### src/rtl/imem_dmem_arbiter_pkg.sv
// ---------------------------------------------------------------------------
// pcore_mem_arb_pkg
// Shared types for the instruction/data memory arbiter:
//   type_mem_arb_state_e : access sequencer states (IDLE, ACCESS, RESP)
//   type_mem_arb_gnt_e   : which requester owns the current access
//   excl_mask()          : converts a grant into the exclude mask consumed by
//                          mem_arb_pick (bit 0 = fetch port, bit 1 = data port)
// ---------------------------------------------------------------------------
package pcore_mem_arb_pkg;

  typedef enum logic [1:0] {
    IDLE   = 2'd0,
    ACCESS = 2'd1,
    RESP   = 2'd2
  } type_mem_arb_state_e;

  typedef enum logic {
    GNT_IF   = 1'b0,
    GNT_DBUS = 1'b1
  } type_mem_arb_gnt_e;

  localparam logic [1:0] EXCL_NONE = 2'b00;
  localparam logic [1:0] EXCL_IF   = 2'b01;
  localparam logic [1:0] EXCL_DBUS = 2'b10;

  function automatic logic [1:0] excl_mask(input type_mem_arb_gnt_e gnt);
    return (gnt == GNT_IF) ? EXCL_IF : EXCL_DBUS;
  endfunction

endpackage

### src/rtl/imem_dmem_arbiter_if.sv
// ---------------------------------------------------------------------------
// imem_dmem_arbiter_if
// Bus between the arbiter and the unified synchronous SRAM macro.
//   req   : access strobe, high for exactly one cycle per access
//   addr  : registered byte address
//   we    : registered write enable (0 for fetches)
//   be    : registered byte enables (all-ones for reads)
//   wdata : registered write data
//   rdata : read data, valid the cycle after req
// Modports: master = arbiter side, slave = memory side.
// ---------------------------------------------------------------------------
interface imem_dmem_arbiter_if #(
  parameter int ADDR_W = 32,
  parameter int DATA_W = 32
);

  logic                  req;
  logic [ADDR_W-1:0]     addr;
  logic                  we;
  logic [DATA_W/8-1:0]   be;
  logic [DATA_W-1:0]     wdata;
  logic [DATA_W-1:0]     rdata;

  modport master (
    output req,
    output addr,
    output we,
    output be,
    output wdata,
    input  rdata
  );

  modport slave (
    input  req,
    input  addr,
    input  we,
    input  be,
    input  wdata,
    output rdata
  );

endinterface

### src/rtl/imem_dmem_arbiter_pick.sv
// ---------------------------------------------------------------------------
// mem_arb_pick
// Combinational winner selection between the fetch and data ports.
// Ports:
//   if_req_i   : fetch request
//   dbus_req_i : effective data request (already qualified by dbus_sel)
//   lst_i      : port granted most recently
//   excl_i     : ports to ignore this cycle (bit 0 fetch, bit 1 data)
//   valid_o    : some non-excluded port is requesting
//   gnt_o      : winning port, meaningful only when valid_o is high
// Configuration macro: IMEM_DMEM_ARB_DBUS_PRIO_EN
//   defined   -> ties always go to the data port
//   undefined -> ties go to the port that was not granted last
// ---------------------------------------------------------------------------
module mem_arb_pick
  import pcore_mem_arb_pkg::*;
(
  input  logic              if_req_i,
  input  logic              dbus_req_i,
  input  type_mem_arb_gnt_e lst_i,
  input  logic [1:0]        excl_i,
  output logic              valid_o,
  output type_mem_arb_gnt_e gnt_o
);

  logic if_ok;
  logic dbus_ok;

  assign if_ok   = if_req_i   & ~excl_i[0];
  assign dbus_ok = dbus_req_i & ~excl_i[1];
  assign valid_o = if_ok | dbus_ok;

`ifdef IMEM_DMEM_ARB_DBUS_PRIO_EN
  // Strict data priority: the last-grant history plays no part in the choice.
  logic unused_lst;
  assign unused_lst = (lst_i == GNT_IF);

  always_comb begin
    gnt_o = GNT_IF;
    if (dbus_ok) begin
      gnt_o = GNT_DBUS;
    end
  end
`else
  // Round-robin: on a tie the port that did not win last time goes first.
  always_comb begin
    gnt_o = GNT_IF;
    if (if_ok && dbus_ok) begin
      gnt_o = (lst_i == GNT_IF) ? GNT_DBUS : GNT_IF;
    end else if (dbus_ok) begin
      gnt_o = GNT_DBUS;
    end
  end
`endif

endmodule

### src/rtl/imem_dmem_arbiter.sv
// ---------------------------------------------------------------------------
// imem_dmem_arbiter
// Shares one synchronous SRAM between the instruction-fetch port and the
// data-bus port. One outstanding request per port; each access takes an
// ACCESS cycle (memory strobe) followed by a RESP cycle (one-cycle ack).
// Ports:
//   clk, rst           : clock, synchronous active-high reset
//   if_req_i/if_addr_i : fetch request and byte address
//   if_ack_o/if_rdata_o: fetch completion pulse and read data
//   dbus_req_i/sel_i   : data request, counted only when sel_i is high
//   dbus_addr_i/we_i/be_i/wdata_i : data access fields
//   dbus_ack_o/rdata_o : data completion pulse and read data (0 on writes)
//   mem                : master side of the SRAM bus (imem_dmem_arbiter_if)
// Configuration macro: IMEM_DMEM_ARB_DBUS_PRIO_EN (strict data priority on
// ties; round-robin when undefined), applied inside mem_arb_pick.
// ---------------------------------------------------------------------------
module imem_dmem_arbiter
  import pcore_mem_arb_pkg::*;
#(
  parameter int ADDR_W = 32,
  parameter int DATA_W = 32
) (
  input  logic                clk,
  input  logic                rst,
  input  logic                if_req_i,
  input  logic [ADDR_W-1:0]   if_addr_i,
  output logic                if_ack_o,
  output logic [DATA_W-1:0]   if_rdata_o,
  input  logic                dbus_req_i,
  input  logic                dbus_sel_i,
  input  logic [ADDR_W-1:0]   dbus_addr_i,
  input  logic                dbus_we_i,
  input  logic [DATA_W/8-1:0] dbus_be_i,
  input  logic [DATA_W-1:0]   dbus_wdata_i,
  output logic                dbus_ack_o,
  output logic [DATA_W-1:0]   dbus_rdata_o,
  imem_dmem_arbiter_if.master mem
);

  type_mem_arb_state_e state_q, state_d;
  type_mem_arb_gnt_e   gnt_q, gnt_d;
  type_mem_arb_gnt_e   lst_q, lst_d;
  type_mem_arb_gnt_e   pick_gnt;
  logic                pick_valid;
  logic [1:0]          excl;
  logic                dbus_req_eff;

  logic [ADDR_W-1:0]   mem_addr_q, mem_addr_d;
  logic                mem_we_q, mem_we_d;
  logic [DATA_W/8-1:0] mem_be_q, mem_be_d;
  logic [DATA_W-1:0]   mem_wdata_q, mem_wdata_d;

  assign dbus_req_eff = dbus_req_i & dbus_sel_i;

  // While responding, the port being acked is ignored so the other port can
  // be chained in back-to-back; in IDLE both ports compete.
  assign excl = (state_q == RESP) ? excl_mask(gnt_q) : EXCL_NONE;

  mem_arb_pick u_pick (
    .if_req_i   (if_req_i),
    .dbus_req_i (dbus_req_eff),
    .lst_i      (lst_q),
    .excl_i     (excl),
    .valid_o    (pick_valid),
    .gnt_o      (pick_gnt)
  );

  // Next-state logic: a new winner may be loaded from IDLE or straight out
  // of RESP; its fields are captured into the mem_* registers at that point.
  always_comb begin
    state_d     = state_q;
    gnt_d       = gnt_q;
    lst_d       = lst_q;
    mem_addr_d  = mem_addr_q;
    mem_we_d    = mem_we_q;
    mem_be_d    = mem_be_q;
    mem_wdata_d = mem_wdata_q;

    if (state_q == RESP) begin
      lst_d = gnt_q;
    end

    unique case (state_q)
      IDLE, RESP: begin
        state_d = IDLE;
        if (pick_valid) begin
          state_d = ACCESS;
          gnt_d   = pick_gnt;
          if (pick_gnt == GNT_IF) begin
            mem_addr_d  = if_addr_i;
            mem_we_d    = 1'b0;
            mem_be_d    = '1;
            mem_wdata_d = '0;
          end else begin
            mem_addr_d  = dbus_addr_i;
            mem_we_d    = dbus_we_i;
            mem_be_d    = dbus_we_i ? dbus_be_i : '1;
            mem_wdata_d = dbus_wdata_i;
          end
        end
      end
      ACCESS: begin
        state_d = RESP;
      end
      default: begin
        state_d = IDLE;
      end
    endcase
  end

  // Ack/read-data steering: only the granted port sees anything, and a reset
  // arriving during RESP suppresses the ack of the abandoned access.
  always_comb begin
    if_ack_o     = 1'b0;
    dbus_ack_o   = 1'b0;
    if_rdata_o   = '0;
    dbus_rdata_o = '0;
    if ((state_q == RESP) && !rst) begin
      if (gnt_q == GNT_IF) begin
        if_ack_o   = 1'b1;
        if_rdata_o = mem.rdata;
      end else begin
        dbus_ack_o   = 1'b1;
        dbus_rdata_o = mem_we_q ? '0 : mem.rdata;
      end
    end
  end

  // State and memory-bus registers.
  always_ff @(posedge clk) begin
    if (rst) begin
      state_q     <= IDLE;
      gnt_q       <= GNT_IF;
      lst_q       <= GNT_IF;
      mem_addr_q  <= '0;
      mem_we_q    <= 1'b0;
      mem_be_q    <= '0;
      mem_wdata_q <= '0;
    end else begin
      state_q     <= state_d;
      gnt_q       <= gnt_d;
      lst_q       <= lst_d;
      mem_addr_q  <= mem_addr_d;
      mem_we_q    <= mem_we_d;
      mem_be_q    <= mem_be_d;
      mem_wdata_q <= mem_wdata_d;
    end
  end

  assign mem.req   = (state_q == ACCESS);
  assign mem.addr  = mem_addr_q;
  assign mem.we    = mem_we_q;
  assign mem.be    = mem_be_q;
  assign mem.wdata = mem_wdata_q;

endmodule

### src/flat_wrapper.sv
// flat-port wrapper written by rule: the top's interface ports become plain ports
module imem_dmem_arbiter_flat import pcore_mem_arb_pkg::*;
#(
  parameter int ADDR_W = 32,
  parameter int DATA_W = 32
)
  (clk, rst, if_req_i, if_addr_i, if_ack_o, if_rdata_o, dbus_req_i, dbus_sel_i, dbus_addr_i, dbus_we_i, dbus_be_i, dbus_wdata_i, dbus_ack_o, dbus_rdata_o, mem_req, mem_addr, mem_we, mem_be, mem_wdata, mem_rdata);
  imem_dmem_arbiter_if #(.ADDR_W(ADDR_W), .DATA_W(DATA_W)) mem_i ();
  input  logic clk;
  input  logic rst;
  input  logic if_req_i;
  input  logic [ADDR_W-1:0] if_addr_i;
  output logic if_ack_o;
  output logic [DATA_W-1:0] if_rdata_o;
  input  logic dbus_req_i;
  input  logic dbus_sel_i;
  input  logic [ADDR_W-1:0] dbus_addr_i;
  input  logic dbus_we_i;
  input  logic [DATA_W/8-1:0] dbus_be_i;
  input  logic [DATA_W-1:0] dbus_wdata_i;
  output logic dbus_ack_o;
  output logic [DATA_W-1:0] dbus_rdata_o;
  output wire logic [$bits(mem_i.req)-1:0] mem_req;
  output wire logic [$bits(mem_i.addr)-1:0] mem_addr;
  output wire logic [$bits(mem_i.we)-1:0] mem_we;
  output wire logic [$bits(mem_i.be)-1:0] mem_be;
  output wire logic [$bits(mem_i.wdata)-1:0] mem_wdata;
  input wire logic [$bits(mem_i.rdata)-1:0] mem_rdata;
  assign mem_req = mem_i.req;
  assign mem_addr = mem_i.addr;
  assign mem_we = mem_i.we;
  assign mem_be = mem_i.be;
  assign mem_wdata = mem_i.wdata;
  assign mem_i.rdata = mem_rdata;
  imem_dmem_arbiter #(.ADDR_W(ADDR_W), .DATA_W(DATA_W)) u_core (.clk(clk), .rst(rst), .if_req_i(if_req_i), .if_addr_i(if_addr_i), .if_ack_o(if_ack_o), .if_rdata_o(if_rdata_o), .dbus_req_i(dbus_req_i), .dbus_sel_i(dbus_sel_i), .dbus_addr_i(dbus_addr_i), .dbus_we_i(dbus_we_i), .dbus_be_i(dbus_be_i), .dbus_wdata_i(dbus_wdata_i), .dbus_ack_o(dbus_ack_o), .dbus_rdata_o(dbus_rdata_o), .mem(mem_i));
endmodule
### config.mk
export PLATFORM = sky130hd
export DESIGN_NAME = imem_dmem_arbiter_flat
export DESIGN_NICKNAME = d
export VERILOG_FILES = /design/src/rtl/imem_dmem_arbiter_pkg.sv /design/src/rtl/imem_dmem_arbiter_if.sv /design/src/rtl/imem_dmem_arbiter_pick.sv /design/src/rtl/imem_dmem_arbiter.sv /design/src/flat_wrapper.sv
export SDC_FILE = /design/constraint.sdc
export NUM_CORES = 1
export LEC_CHECK = 0
export CAP_MARGIN = 20
export CORE_MARGIN = 5
export CORE_UTILIZATION = 30
export DETAILED_ROUTE_END_ITERATION = 12
export PLACE_DENSITY = 0.74
export SYNTH_ARGS = -nofsm -noshare
export SYNTH_HDL_FRONTEND = slang
export SYNTH_SLANG_ARGS = --single-unit
export TNS_END_PERCENT = 1
### constraint.sdc
create_clock -name clk -period 2.2 [get_ports clk]
set_input_delay 0.22 -clock clk [delete_from_list [all_inputs] [get_ports clk]]
set_output_delay 0.22 -clock clk [all_outputs]
set_load 0.01 [all_outputs]
== Yosys cells after proc, flatten, opt, wreduce, memory -nomap -nowiden ==
Index checks and enable logic that the tools add are counted.
Operators by class
  $add $sub $neg: 0
  multipliers: 0
  divide/modulo/power cells: 0
  $lt $le $gt $ge: 0
  equality and inequality tests: 2
  shift-type cells: 0
  mux-type cells: 21
  bitwise gates (word level): 6
  reductions and logical operators: 6
Operators with widths (count)
  32-bit 2-to-1 mux: 7
  1-bit 2-to-1 mux: 9
  4-bit 2-to-1 mux: 2
  2-bit 2-to-1 mux: 2
  2-bit case mux with 2 select lines: 1
  1-bit bitwise AND: 3
  2-bit by 1-bit == test with 1-bit output (second input constant): 1
  2-bit == test (second input constant): 1
  1-bit logical AND: 2
  2-bit logical NOT: 1
  1-bit NOT: 2
  2-bit AND reduction: 1
  2-bit OR reduction: 1
  1-bit logical NOT: 1
  1-bit OR: 1
Storage, ports and cells
  bits in registers: 73
  latch bits: 0
  memory bits (writable): 0
  bits in read-only memories: 0
  bits of input ports: 138
  output and inout bits: 136
  logic and storage cells: 42
  memories kept: 0

== Longest topological paths before layout ==
Gate-level depths: netlist of the first run.
  depth in word-level cells: 7
  depth in mapped cells: 6
  gate-level depth less buffers: 4

== By module ==
From an unflattened synthesis of the first run, not the netlist that was laid out.
Unflattened totals
  cell total of the unflattened synthesis: 400
  area total of the unflattened synthesis: 3538.4 um^2
Modules (own cells, without submodules)
  imem_dmem_arbiter: times used 1, cells an instance 395, area an instance 3499.6 um^2, seq. area each 1461.4 um^2
  mem_arb_pick: times used 1, cells an instance 5, area an instance 38.8 um^2, seq. area each 0.0 um^2

== Worst setup path before layout of the first run ==
OpenSTA, ideal clock, no wires.
  path type: register to output
  from: register u_core.state_q[0]
  to: output port dbus_rdata_o[10]
  arrival time: 1598 ps
  required time: 1980 ps
  setup slack: 382 ps
  stages on the path, launching flop included: 6
  path buffers: 1
  cells stage by stage: dfxtp_1 -> nand2b_2 -> nor3b_1 -> and2b_1 -> clkbuf_1 -> and2_1
On the way
  longest elaborated chain between the ends: 3
RTL lines
  start: declaration: line imem_dmem_arbiter.sv:40  | type_mem_arb_state_e state_q, state_d;
  start signal: assignment: line imem_dmem_arbiter.sv:140  | state_q <= state_d;
  2-bit == test: line imem_dmem_arbiter.sv:118  | if ((state_q == RESP) && !rst) begin
  1-bit logical AND: line imem_dmem_arbiter.sv:118
  32-bit 2-to-1 mux: line imem_dmem_arbiter.sv:118
  end: declaration: line flat_wrapper.sv:22  | output logic [DATA_W-1:0] dbus_rdata_o;
Every way passes these cells.

== Final worst setup path of the first run ==
  from: register u_core.state_q[0]
  to: output port if_rdata_o[14]
On the way
  longest elaborated chain between the ends: 3
RTL lines
  2-bit == test: line imem_dmem_arbiter.sv:118
  1-bit logical AND: line imem_dmem_arbiter.sv:118
  32-bit 2-to-1 mux: line imem_dmem_arbiter.sv:118
  end: declaration: line flat_wrapper.sv:14  | output logic [DATA_W-1:0] if_rdata_o;
Every way passes these cells.

==> results.md, run 1 <==
Layout:
- The total of fill cells in the finished design is 1006.
- The final cell area excluding filler cells is 6714 sq um.
- After the last flow step, the layout net total stands at 772.
- Once layout is complete, the utilization of the core stands at 0.5905.
- The fraction of final layout cells sized beyond drive strength 1 is 0.1299.
- From synthesis to final layout, the design area changed by 93.79%.

STA:
- The setup violation total in the final timing report is 0.
- In the finished design, the share of the clock period the worst path needs comes to 0.9573.
- The maximum frequency from static timing analysis is 474.8 MHz.
- Subtracting the final worst setup slack from the clock period gives 2.106 ns.
- The worst-case headroom to the max-slew limit is 0.5978.
- The final clock skew is 0.01037 ns.
- Setup slack on the critical path of the routed design comes to 0.09397 ns.
- The number of endpoints with negative hold slack in the final report was 0.
- Summed over all failing endpoints, the final setup total negative slack is 0 ns.
- For the pin with the worst max-slew slack, the measured transition is 0.6033 ns.
- The number of max-slew violations in the final report came to 0.

Synthesis:
- The post-synthesis cell type count is 33.
- The number of nets in the synthesized netlist is 501.
- In the synthesized netlist, the cells that appear most often are sky130_fd_sc_hd__dfxtp_1, sky130_fd_sc_hd__and2_1, sky130_fd_sc_hd__nand2_1.
- The most used flip-flop cell after synthesis is sky130_fd_sc_hd__dfxtp_1.
- For this run, the number of Yosys warnings is 0.
- Of all flip-flops after synthesis, the portion carrying an async set or reset was 0.
- Yosys instantiated no cell more often than sky130_fd_sc_hd__dfxtp_1.
- The most area-hungry cell type in the Yosys netlist is sky130_fd_sc_hd__dfxtp_1.
- The share of the Yosys chip area taken by registers is 0.4218.
- The count of flip-flops with a built-in enable after synthesis is 0.
- The cell count after synthesis came out at 363.
- The post-synthesis instance area is 3465 sq um.
- The average instance in the mapped netlist occupies 9.544 sq um.
- The flop and latch count out of synthesis is 73.
- By area the synthesized netlist is led by sky130_fd_sc_hd__dfxtp_1, sky130_fd_sc_hd__a311oi_2, sky130_fd_sc_hd__and2_1.
- The share of synthesized area in the top cell type comes to 0.4218.

Setup path:
- The largest incremental delay on the critical path is 0.30 ns.
- The required time of the critical path is 1.98 ns.
- The signal arrival time at the worst endpoint is 1.89 ns.
- The critical path class is reg -> out.
- STA classifies the critical path startpoint as a flip-flop.
- STA classifies the critical path endpoint as an output port.
- The worst path buffer plus inverter count is 4.
- The largest individual stage delay along the critical path comes from the cell sky130_fd_sc_hd__dfxtp_1.
- Among cell families on the critical path, the largest total delay comes from buffers and inverters.
- The signal on the critical path passes through nand2b_2 -> buf_4 -> nor3_4 -> buf_6 -> clkbuf_16 -> and2_1 -> clkdlybuf4s15_1.
- The maximum fanout count along the critical path is 16.

Global routing:
- The number of antenna violations at the first check in global routing was 2.
- The global-route usage over all layers is 0.2025.
- The total overflow left after global routing is 0.
- The via count of the first global-routing pass is 4031.
- The wire length of the first global-routing pass is 22430 microns.
- The maximum number of pins on one net before global-route repair is 37.

Floorplan:
- During I/O placement, the number of pins put on the boundary was 274.
- In this run the standard cell core region covers 11370 sq um.
- The initial cell density of the core is 0.3047.
- The die footprint is 13800 sq um.
- The y dimension of the die is 117.5 microns.
- The floorplan step set the die width to 117.5 microns.
- The floorplan has 39 rows.

Clocking:
- After clock tree synthesis, the flow added hold-fix buffers numbering 0.
- The cell sitting at the root of the clock tree is a sky130_fd_sc_hd__clkbuf_16.
- The clock slew at the register clock pins of the worst setup and hold paths is 0.06 ns.
- The longest clock path from root to sink contains 2 buffers.
- The number of buffers created by CTS is 9.
- The clock tree from TritonCTS is built.
- The number of clock sinks is 73.
- The later pin in the worst-skew pair is clocked with a latency of 0.33 ns.
- The H-tree was split into 3 levels.

Min path:
- The worst hold path class is in -> reg.

Place:
- After legalization and detailed placement, the total HPWL measured 11740 microns.
- Summing all placed instances gives a cell area of 6426 sq um.
- The congestion estimate from routability-driven global placement came to 0.9103.
- At the placement stage, the worst setup path has a slack of 0.1727 ns.
- The count of buffers added on input and output ports is 273.

Detailed routing:
- Dividing the detail-routed wire length by the instance count gives 19.11 microns.
- The detail route stage leaves a number of antenna-violating nets equal to 0.
- Dividing the detail-routed via count by the number of cells gives 4.897.
- The routed via count is 3839.
- In the routed design, unresolved DRC markers number 0.
- The first routing iteration left 261 violations.
- The first detailed-routing pass ran for 4 iterations.
- The total detailed-routing wirelength is 14980 microns.

Run status:
- The run finished with clean final reports.

Power and ir drop:
- The total design power is 0.003980 W.
- Summed over all cells, the static leakage comes to 2.815 nW.
- The power density over cell area is 592.8 nW/um^2.
- VDD sags by at most 0.0004316 V.

Flow run:
- The number of max-capacitance violations reported is 0.
[layout make-up]
| cell class | count | area [sq um] | share of cell area |
|---|---|---|---|
| multi-input combinational | 256 | 1859 | 0.2769 |
| inverter | 2 | 7.507 | 0.001118 |
| antenna | 2 | 5.005 | 0.0007454 |
| clock buffer | 10 | 239.0 | 0.03559 |
| tap | 143 | 178.9 | 0.02665 |
| clock inverter | 6 | 75.07 | 0.01118 |
| timing repair buffer | 292 | 2888 | 0.4301 |
| sequential | 73 | 1461 | 0.2177 |
[cells by family (layout without fill, tap and decap cells)]
logic type      count (synthesis)  in the layout  share of synthesized area
compound gates                109            109                     0.3016
other cells                     0              2                          0
simple gates                  147            147                     0.2264
buf+inv                        34            310                    0.05020
flops                          73             73                     0.4218
[final timing paths]
check | cells after the start | slack (ns) | end | startpoint
worst min register to register | 1 | 0.48 | u_core.mem.wdata[27] | u_core.mem.wdata[27]
worst max register to register | 5 | 0.50 | u_core.mem.be[1] | u_core.state_q[0]
worst max-delay path | 7 | 0.09 | if_rdata_o[14] | u_core.state_q[0]
worst min-delay path | 3 | 0.47 | u_core.mem.addr[31] | if_addr_i[31]
[sequential cells by signal, summed over array words and instances, names as in the netlist]
signal,flops
u_core.mem.we,1
u_core.lst_q,1
u_core.mem.wdata,32
u_core.mem.be,4
u_core.state_q,2
u_core.mem.addr,32
u_core.gnt_q,1
[cell usage in the layout, fill, tap and decap left out, types with 4 or more instances in the layout]
cell,netlist,layout
sky130_fd_sc_hd__a21oi_1,34,33
sky130_fd_sc_hd__a22o_1,33,33
sky130_fd_sc_hd__a311oi_2,30,30
sky130_fd_sc_hd__and2_1,66,65
sky130_fd_sc_hd__buf_12,0,6
sky130_fd_sc_hd__buf_4,3,11
sky130_fd_sc_hd__clkbuf_16,0,10
sky130_fd_sc_hd__clkbuf_2,0,5
sky130_fd_sc_hd__clkdlybuf4s15_1,0,11
sky130_fd_sc_hd__clkdlybuf4s50_1,0,207
sky130_fd_sc_hd__dfxtp_1,73,73
sky130_fd_sc_hd__dlygate4sd2_1,0,47
sky130_fd_sc_hd__nand2_1,66,66
sky130_fd_sc_hd__o221a_1,4,4
[worst reg2reg max path: cells and delay by family, from the launching register on]
family	cells	cell delay (ns)
buffers and inverters	1	0.17
AND/OR/NAND/NOR	3	0.85
AO/OA/AOI/OAI	1	0.27
flip-flops	1	0.32
[power breakdown]
part	internal [W]	switching [W]
combinational	0.000564	0.000409
sequential	0.00142	0.0000573
clock	0.000925	0.000601
total	0.00291	0.00107
[routing by layer]
metal  wire (microns)  track usage  up-vias
met3             1255      0.07448       20
li1                 -            -     1843
met2             7951       0.3748      203
met1             5449       0.2094     1773
met4              325      0.06667        0
met5                0            0        -
[per-stage QoR]
step,instances,hold slack (ns)
after floorplan,363,0.3455
after global placement,764,0.4613
final,784,0.4679
after global routing,784,0.4675
after CTS,780,0.4606
after detailed placement,764,0.4650
[what timing repair did]
action	in CTS	in global routing
setup endpoints to repair	64	2
endpoints found under the hold margin	0	0
setup buffers	0	1
resized for setup	65	24
cloned	0	1
pin swaps	0	1
(Power assumes the default switching activity.)
==> inputs of run 2 (changes only) <==
--- a/config.mk
+++ b/config.mk
@@ -9,7 +9,7 @@
 export CORE_MARGIN = 5
 export CORE_UTILIZATION = 30
 export DETAILED_ROUTE_END_ITERATION = 12
-export PLACE_DENSITY = 0.74
+export DONT_BUFFER_PORTS = 1
 export SYNTH_ARGS = -nofsm -noshare
 export SYNTH_HDL_FRONTEND = slang
 export SYNTH_SLANG_ARGS = --single-unit
==> run 2 against run 1 <==
  * Flip-flop and latch count is the same
  * Die area is the same
  * Combinational power shrank 57%
  * Fmax grew 3.2%
  * Critical path depth shrank 2
  * Worst hold slack lost 0.45 ns
  * Register-to-register slack lost 0.04 ns
  * Clock-buffer cell count shrank 1
  * Worst setup slack gained 0.066 ns
  * Critical path type unchanged
  * Largest power group is now registers
==> results.md, run 2 (synthesis gave the netlist of run 1 again) <==
STA:
- The number of endpoints with negative hold slack in the final report is 0 (unchanged).
- The setup violation total in the final timing report came to 0 (unchanged).
- The worst-case headroom to the max-slew limit is 0.6197 (+0.02188).
- The shortest clock period the worst path allows after layout is 2.040 ns (-0.06600 ns).
- Setup repair after global routing left no endpoint under its margin.
- The period utilization was 0.9273 (-0.03000).
- The slew at the pin with the worst max-slew slack is 0.5705 ns (-0.03281 ns).
- The final clock skew is 0.006298 ns (-0.004070 ns).
- The number of max-slew violations in the final report is 0 (unchanged).
- The smallest setup slack after layout is 0.1600 ns (+0.06600 ns).
- The maximum frequency from static timing analysis is 490.2 MHz (+3.2%).
- The accumulated negative setup slack came to 0 ns (unchanged).

Detailed routing:
- The number of nets with antenna violations after routing is 0 (unchanged).
- The average via count per standard cell is 5.604 (+14%).
- The first-pass iteration count of the detailed router is 7 (+3).
- The initial DRC count is 133 (-49%).
- The final routed DRC violation total is 0 (unchanged).
- The final routed wire length divided by cell count was 23.59 microns (+23%).
- The total detailed-routing wirelength is 12080 microns (-19%).
- The routed via count is 2869 (-25%).

Clocking:
- The clock tree from TritonCTS is built.
- The largest buffer count on any clock path came to 2 (unchanged).
- The maximum level of the CTS H-tree is 3 (unchanged).
- The clock slew at the register clock pins of the worst setup and hold paths is 0.06 ns (about the same).
- The clock network latency to the later pin of the worst-skew pair is 0.34 ns (about the same).
- The number of clock sinks is 73 (unchanged).
- The setup fix buffers added after clock tree synthesis is 0 (unchanged).
- The number of buffers created by CTS was 9 (unchanged).
- The cell sitting at the root of the clock tree is a sky130_fd_sc_hd__clkbuf_16.

Power and ir drop:
- The fraction of power spent switching nets is 0.2775 (+0.009394).
- The portion of total power attributed to the clock network is 0.424 (+0.041).
- The power density over cell area is 848.1 nW/um^2 (+43%).
- The static leakage came to 1.515 nW (-46%).
- The internal power component came to 0.002476 W (-15%).
- The fraction of power consumed by sequential logic is 0.455 (+0.083).
- The maximum resistive drop on vdd is 0.0004512 V (+4.5%).
- The power share of the combinational group is 0.121 (-0.123).
- The switching power of the nets is 0.0009513 W (-11%).
- The total design power is 0.003428 W (-14%).

Layout:
- The area occupied by multi-input gates was 1868 sq um (+0.47%).
- Leaving out fill and tap cells, the most frequent cells in the layout are sky130_fd_sc_hd__dfxtp_1, sky130_fd_sc_hd__nand2_1, sky130_fd_sc_hd__and2_1, sky130_fd_sc_hd__a21oi_1, sky130_fd_sc_hd__a22o_1.
- The final standard cell utilization of the core is 0.3555 (-0.2351).
- The number of nets in the finished design is 503 (-35%).
- The total of fill cells in the finished design is 1137 (+13%).
- The area growth from synthesis to layout is 16.65%.
- Leaving out fill and tap cells, the most frequent cell in the layout is sky130_fd_sc_hd__dfxtp_1.
- The number of diodes is 0 (-2).
- The fraction of final layout cells sized beyond drive strength 1 is 0.1897 (+0.05981).
- The area of all sequential standard cells is 1463 sq um (about the same).

Global routing:
- The global route total overflow is 0 (unchanged).
- The maximum number of pins on one net before global-route repair is 37 (unchanged).
- The number of antenna violations at the first check in global routing is 0 (-2).
- The global-route usage over all layers is 0.1645 (-0.03794).
- The wire length of the first global-routing pass is 17700 microns (-21%).
- The via count of the first global-routing pass is 2841 (-30%).

Floorplan:
- The core box area is 11370 sq um (unchanged).
- The standard-cell row count is 39 (unchanged).
- The width of the die is 117.5 microns (unchanged).
- The y dimension of the die came to 117.5 microns (unchanged).
- The initial cell density of the core is 0.3047 (unchanged).
- The count of pins on the block boundary is 274 (unchanged).
- The die footprint is 13800 sq um (unchanged).

Setup path:
- The maximum fanout count along the critical path is 32 (+16).
- The slowest stage cell on the critical path is sky130_fd_sc_hd__dfxtp_1.
- The worst setup path is launched from a flip-flop.
- The largest incremental delay on the critical path is 0.50 ns (+0.20 ns).
- The type of element capturing the critical path is an output port.
- The required time of the critical path is 1.98 ns (about the same).
- The critical path class is reg -> out.
- The signal arrival time at the worst endpoint is 1.82 ns (-0.07 ns).
- The critical path goes through nand2b_4 -> nor3b_4 -> and2b_1 -> buf_6 -> and2_1.

Flow run:
- The number of max-capacitance violations reported is 0 (unchanged).

Place:
- The count of input and output buffers is 0 (-100%).
- The routability-driven placement congestion ratio was 0.7874 (-14%).
- The final HPWL from detailed placement is 9396 microns (-20%).
- The pre-CTS setup slack is 0.1170 ns (-0.05575 ns).

Min path:
- The min-delay analysis places its worst path in the category in -> reg.

Run status:
- The flow ran to the end, and the final reports show no timing, DRC or antenna violations.
-- run 2: changes by cell type in the layout (fill, tap and decap cells not counted), sizes merged, moves of 2 or more --
cell,change
dlygate4sd3,+12
dlygate4sd2,-47
diode,-2
clkdlybuf4s50,-207
clkdlybuf4s15,-11
clkbuf,-7
buf,-8
dlymetal6s2s,-2
-- run 2: final timing paths --
| path | slack (ns) | endpoint | cells past startpoint | from |
|---|---|---|---|---|
| worst max register to register | 0.46 | u_core.mem.addr[9] | 4 | u_core.gnt_q |
| worst min-delay path | 0.01 | u_core.mem.wdata[6] | 1 | dbus_wdata_i[6] |
| worst min register to register | 0.52 | u_core.lst_q | 2 | u_core.lst_q |
| worst max-delay path | 0.16 | dbus_rdata_o[26] | 5 | u_core.state_q[1] |
-- run 2: through the flow --
step | hold slack [ns] | std cells | cell area [sq um]
floorplan | 0.3455 | 363 | 3465
global placement | 0.2999 | 484 | 3583
detailed placement | 0.3020 | 484 | 3583
CTS | 0.0003760 | 511 | 4024
global route | 0.001446 | 512 | 4041
finish | 0.01293 | 512 | 4041
-- run 2: power by group through the flow --
stage	clock network, W	logic (W)	registers, W
finish	0.00145	0.000414	0.00156
global route	0.00155	0.000456	0.00157
CTS	0.00149	0.000416	0.00156
detailed placement	0	0.000381	0.00159
global placement	0	0.000366	0.00159
floorplan	0	0.000340	0.00155
-- run 2: what timing repair did --
action / CTS / global route
endpoints found under the setup margin: 32 / 34
endpoints found under the hold margin: 44 / 1
gates cloned: 0 / 0
gates resized for setup: 4 / 3
hold buffers: 12 / 1
-- run 2: critical path: cells and delay by family, from the launching register on --
kind | cells | cell delay, ns
buffers and inverters | 1 | 0.20
and+or+nand+nor | 4 | 0.79
DFF | 1 | 0.50
-- run 2: routing by layer --
layer  wire, microns  global-route usage  share of wire
met1            4192              0.1708           0.35
met2            6367              0.2956           0.53
met3            1334             0.07929           0.11
met4             181             0.04301          0.015
met5               0                   0              0
-- run 2: layout make-up --
| class | count | area share |
|---|---|---|
| Tap cell | 143 | 0.04427 |
| Multi-Input combinational cell | 256 | 0.4622 |
| Clock inverter | 6 | 0.01672 |
| Timing Repair Buffer | 23 | 0.05728 |
| Clock buffer | 9 | 0.05573 |
| Inverter | 2 | 0.001858 |
| Sequential cell | 73 | 0.3619 |
